$ cat src/rtl/mux2_clk.sv
// Purpose : clocked 4-phase bundled-data 2-way select; a control token picks
//           channel 0 or 1 and forwards that channel's data to the output.
// Latency : r_o rises one edge after the IDLE->WAIT_IN edge (edge k+1 when
//           rctl_i and the selected request are both high at edge k).
// Backpressure: the unselected input is never acknowledged and simply stalls;
//           the output holds r_o until a_o arrives, and the control and
//           selected acks hold until a_o, the selected request and rctl_i
//           have all returned to zero.
//
// Ports:
//   clk, rst              : clock, synchronous active-high reset
//   rctl_i/dctl_i/actl_i  : control channel (req / select bit / ack)
//   r0_i/a0_i/d0_i        : input channel 0 (req / ack / data)
//   r1_i/a1_i/d1_i        : input channel 1 (req / ack / data)
//   r_o/a_o/d_o           : output channel (req / ack / registered data)
module mux2_clk #(
  parameter int N = 1
) (
  input  logic         clk,
  input  logic         rst,
  input  logic         rctl_i,
  input  logic         dctl_i,
  output logic         actl_i,
  input  logic         r0_i,
  output logic         a0_i,
  input  logic [N-1:0] d0_i,
  input  logic         r1_i,
  output logic         a1_i,
  input  logic [N-1:0] d1_i,
  output logic         r_o,
  input  logic         a_o,
  output logic [N-1:0] d_o
);

  localparam logic [1:0] IDLE    = 2'd0;
  localparam logic [1:0] WAIT_IN = 2'd1;
  localparam logic [1:0] WAIT_AO = 2'd2;
  localparam logic [1:0] RTZ     = 2'd3;

  logic [1:0]   state_q, state_d;
  logic         sel_q,   sel_d;
  logic         r_o_q,   r_o_d;
  logic         a0_q,    a0_d;
  logic         a1_q,    a1_d;
  logic         actl_q,  actl_d;
  logic [N-1:0] d_q,     d_d;

  // Request of the channel chosen by the latched token; the other request
  // is deliberately never looked at.
  logic req_sel;
  assign req_sel = sel_q ? r1_i : r0_i;

  always_comb begin
    state_d = state_q;
    sel_d   = sel_q;
    r_o_d   = r_o_q;
    a0_d    = a0_q;
    a1_d    = a1_q;
    actl_d  = actl_q;
    d_d     = d_q;
    case (state_q)
      IDLE: begin
        // Select bit is latched only here; later changes of dctl_i are ignored.
        if (rctl_i) begin
          sel_d   = dctl_i;
          state_d = WAIT_IN;
        end
      end
      WAIT_IN: begin
        if (req_sel) begin
          d_d     = sel_q ? d1_i : d0_i;
          r_o_d   = 1'b1;
          state_d = WAIT_AO;
        end
      end
      WAIT_AO: begin
        // Control and selected input are acknowledged on the same edge.
        if (a_o) begin
          r_o_d   = 1'b0;
          actl_d  = 1'b1;
          if (sel_q) a1_d = 1'b1;
          else       a0_d = 1'b1;
          state_d = RTZ;
        end
      end
      RTZ: begin
        // All three return-to-zero conditions may arrive in any order.
        if (!a_o && !req_sel && !rctl_i) begin
          a0_d    = 1'b0;
          a1_d    = 1'b0;
          actl_d  = 1'b0;
          state_d = IDLE;
        end
      end
      default: state_d = IDLE;
    endcase
  end

  always_ff @(posedge clk) begin
    if (rst) begin
      state_q <= IDLE;
      sel_q   <= 1'b0;
      r_o_q   <= 1'b0;
      a0_q    <= 1'b0;
      a1_q    <= 1'b0;
      actl_q  <= 1'b0;
      d_q     <= '0;
    end else begin
      state_q <= state_d;
      sel_q   <= sel_d;
      r_o_q   <= r_o_d;
      a0_q    <= a0_d;
      a1_q    <= a1_d;
      actl_q  <= actl_d;
      d_q     <= d_d;
    end
  end

  assign r_o    = r_o_q;
  assign a0_i   = a0_q;
  assign a1_i   = a1_q;
  assign actl_i = actl_q;
  assign d_o    = d_q;

endmodule

$ cat config.mk
export PLATFORM = sky130hd
export DESIGN_NAME = mux2_clk
export DESIGN_NICKNAME = d
export VERILOG_FILES = /design/src/rtl/mux2_clk.sv
export SDC_FILE = /design/constraint.sdc
export NUM_CORES = 1
export LEC_CHECK = 0
export ABC_AREA = 1
export CAP_MARGIN = 5
export CORE_AREA = 2 2 39 41
export CTS_CLUSTER_SIZE = 8
export DETAILED_ROUTE_END_ITERATION = 12
export DIE_AREA = 0 0 41 43
export GPL_TIMING_DRIVEN = 0
export MAX_ROUTING_LAYER = met4
export PLACE_DENSITY = 0.77
export SLEW_MARGIN = 20
export SYNTH_ARGS = -nofsm -noshare
export SYNTH_HDL_FRONTEND = slang
export SYNTH_SLANG_ARGS = --single-unit
export TNS_END_PERCENT = 1
$ cat constraint.sdc
create_clock -name clk -period 1.3 [get_ports clk]
set_clock_uncertainty 0.1 [all_clocks]
set_input_delay 0.13 -clock clk [delete_from_list [all_inputs] [get_ports clk]]
set_output_delay 0.13 -clock clk [all_outputs]
set_load 0.05 [all_outputs]
==> out/metrics.cfg <==
[die]
fp.dieH_um = 43
ios = 14
core_area_um2 = 1380
fp-row-count = 14
dieArea_um2 = 1760
die_w_um = 41
start_util_pct = 36.9

[route]
routed_wl_mm = 1.10
drc = 0
drt_pass1_iterations = 4
drt_iter0_drc = 9
ant_nets = 0
vias_per_cell = 4.76
wire_per_inst_um = 10.2
via_count = 514

[timing]
fin_tns_setup_ns = 0
rsz0062_at_grt = true
worstMarginPinSlew_ns = 0.277
relSlewSlack_pct = 81.6
finalHoldViolCount = 0
fin_crit_ns = 1.24
slew_viol_final = 0
period_share_pct = 95.7
setup_viol = 0
clock.fmax_ghz = 0.804

[clock_tree]
clk_latency_ns = 0.26
path_clk_slew_ns = 0.05
cts_hold_buf = 0
cts_made_buffers = 3
cts_sinks = 8
htreeDepth = 1
cts_buffer_depth = 2
cts_tree = done
cts_root_buffer = clkbuf_4

[place]
place.gp.congestion = 0.833
numPortBuffers = 13
dp_cells = 102
dp_hpwl_um = 780

[yosys]
synth_top_area_share_pct = 31.4
synth_edf_count = 0
synth_area_leader_cell = dfxtp_1
synth_commonest_cells = nand2_1, inv_1, dfxtp_1
syn_inst = 73
synth_adder_area_share_pct = 12.3
ys.flop_type = dfxtp_1
ys_seq_area_share_pct = 31.4
synth_area_leaders = dfxtp_1, ha_1, nand2_1
syn_area_per_cell_um2 = 6.99
yosysMostFrequentCell = nand2_1
synth_compound_area_share_pct = 9.31
synthesis.nets = 87
synthSimpleGateAreaFrac_pct = 33.8
async_reset_ff_share_pct = 0
synth_top_family_by_area = simple AND/OR/NAND/NOR gates
synth-xor-area-share_pct = 0
synth_area_um2 = 510
ys_types = 14
synth.mux.area_fraction_pct = 0
ys_warn_count = 0
synth_seq_cells = 8

[pwr]
switching_share_pct = 46.2
vdd_drop_max_mv = 0.787
p_seq_share_pct = 26.7
power_per_cell_area_nw_per_um2 = 1990
combPwrFrac_pct = 60.2
p_int_w = 0.000820
power_frac_clock_pct = 13.0
power_switching_w = 0.000703
total_leakage_power_nw = 0.345

[critical_path]
slowest_stage = dfxtp_2
start_kind = flip-flop
crit_required_ns = 1.40
crit_path_end_kind = flip-flop
cp.arrival_ns = 1.34
path_delay_family = flip-flops
worstSetupPathType = reg -> reg
path_cells = buf_4 > ha_2 > nor2_1 > a21oi_1 > nand3_1 > a21oi_2
cpPeakStageDelay_ns = 0.34
critical_path_buf_inv_count = 1
cp_max_fo = 3

[final_layout]
multi_input_area_um2 = 333
final-seq-area_um2 = 166
fin_cells = 108
area_growth_pct = 49.8
nFillCells = 130
final_nets = 108
antennaDiodeCount = 0
drive_above_1_share_pct = 34.8

[hold_path]
hp-class = reg -> reg

[grt]
grt_pass1_vias = 446
grt_pass1_wl_mm = 1.77
grt_overflow = 0
antenna_found_initial = 0
gr-usage-all-layers_pct = 16.3
grt_max_degree = 8

[outcome]
status = completed

[run]
cap_violations = 0

-- final timing paths --
path	slack, ns	to	depth (start not counted)	from
setup / recovery	0.06	a1_i$_SDFFE_PP0P_	6	state_q[0]$_SDFFE_PP0P_
hold / removal	0.34	a0_i$_SDFFE_PP0P_	2	a0_i$_SDFFE_PP0P_
setup reg to reg	0.06	a1_i$_SDFFE_PP0P_	6	state_q[0]$_SDFFE_PP0P_
hold reg to reg	0.34	a0_i$_SDFFE_PP0P_	2	a0_i$_SDFFE_PP0P_
-- worst register-to-register path, delay by kind of cell, from the launching register on --
kind	cells	cell delay, ns
flip-flops	1	0.34
AO/OA/AOI/OAI	2	0.25
adder cells (fa/ha/maj)	1	0.21
AND/OR/NAND/NOR	2	0.17
buffers and inverters	1	0.11
-- layout make-up --
class | count | area share, %
clock buffers | 3 | 2.95
inverters | 15 | 7.36
multi-input cells | 49 | 43.5
flip-flops and latches | 8 | 21.8
well taps | 16 | 2.62
repair buffers | 17 | 21.8
-- metrics by stage --
| stage | area [um2] | hold WS [ns] | total power [W] | setup WS (ns) | util (%) |
|---|---|---|---|---|---|
| floorplan | 514 | 0.191 | 0.00101 | 0.0110 | - |
| global placement | 664 | 0.335 | 0.00120 | -0.0937 | 48.0 |
| detailed placement | 664 | 0.335 | 0.00121 | -0.114 | 48.0 |
| CTS | 724 | 0.351 | 0.00146 | 0.0000160 | 52.4 |
| global route | 764 | 0.372 | 0.00165 | -0.0271 | 55.2 |
| finish | 764 | 0.344 | 0.00152 | 0.0565 | 55.2 |
-- kinds of logic (layout without fill, tap and decap cells) --
family	after synthesis	after routing
AOI/OAI and AO/OA	9	9
DFF	8	8
buffers and inverters	16	35
adders and majority gates	5	5
and+or+nand+nor	35	35
-- what timing repair did --
action,CTS,global route
setup endpoints to repair,9,7
pin swaps,0,3
buffers inserted,2,2
resized for setup,19,11
-- power by group through the flow --
stage / clock [W] / combinational [W] / sequential, W
2_1_floorplan: 0 / 0.000429 / 0.000576
4_1_cts: 0.000205 / 0.000860 / 0.000391
5_1_grt: 0.000211 / 0.00101 / 0.000420
3_3_place_gp: 0 / 0.000802 / 0.000396
3_5_place_dp: 0 / 0.000811 / 0.000400
6_report: 0.000198 / 0.000918 / 0.000407
-- layout by cell type, fill, tap and decap left out --
cell type / netlist / routed
a21oi_1: 7 / 6
inv_2: 1 / 4
a21boi_4: 0 / 1
nand3_1: 7 / 6
nor2_1: 7 / 7
dfxtp_4: 0 / 1
clkdlybuf4s15_2: 0 / 5
dfxtp_1: 8 / 5
nand4_1: 2 / 2
o21ai_0: 1 / 1
ha_1: 5 / 2
inv_1: 14 / 11
nand2_2: 0 / 2
clkbuf_4: 0 / 3
nand2_4: 2 / 3
dfxtp_2: 0 / 2
a21oi_2: 0 / 1
ha_2: 0 / 2
nand3_2: 2 / 3
buf_4: 0 / 4
ha_4: 0 / 1
clkdlybuf4s50_1: 0 / 8
nand2_1: 15 / 12
-- routing by layer --
metal	routed length [um]	global-route usage, %	share of wire [%]
met2	531	22.2	48
met1	437	17.5	40
met3	85	6.28	7.7
met4	47	14.0	4.3
met5	0	-	0
-- registers in the layout, indices dropped and copies added (netlist names) --
register  flops
d_o           1
sel_q         1
a0_i          1
state_q       2
actl_i        1
a1_i          1
r_o           1
No activity file was read; power rests on OpenSTA's default activity.
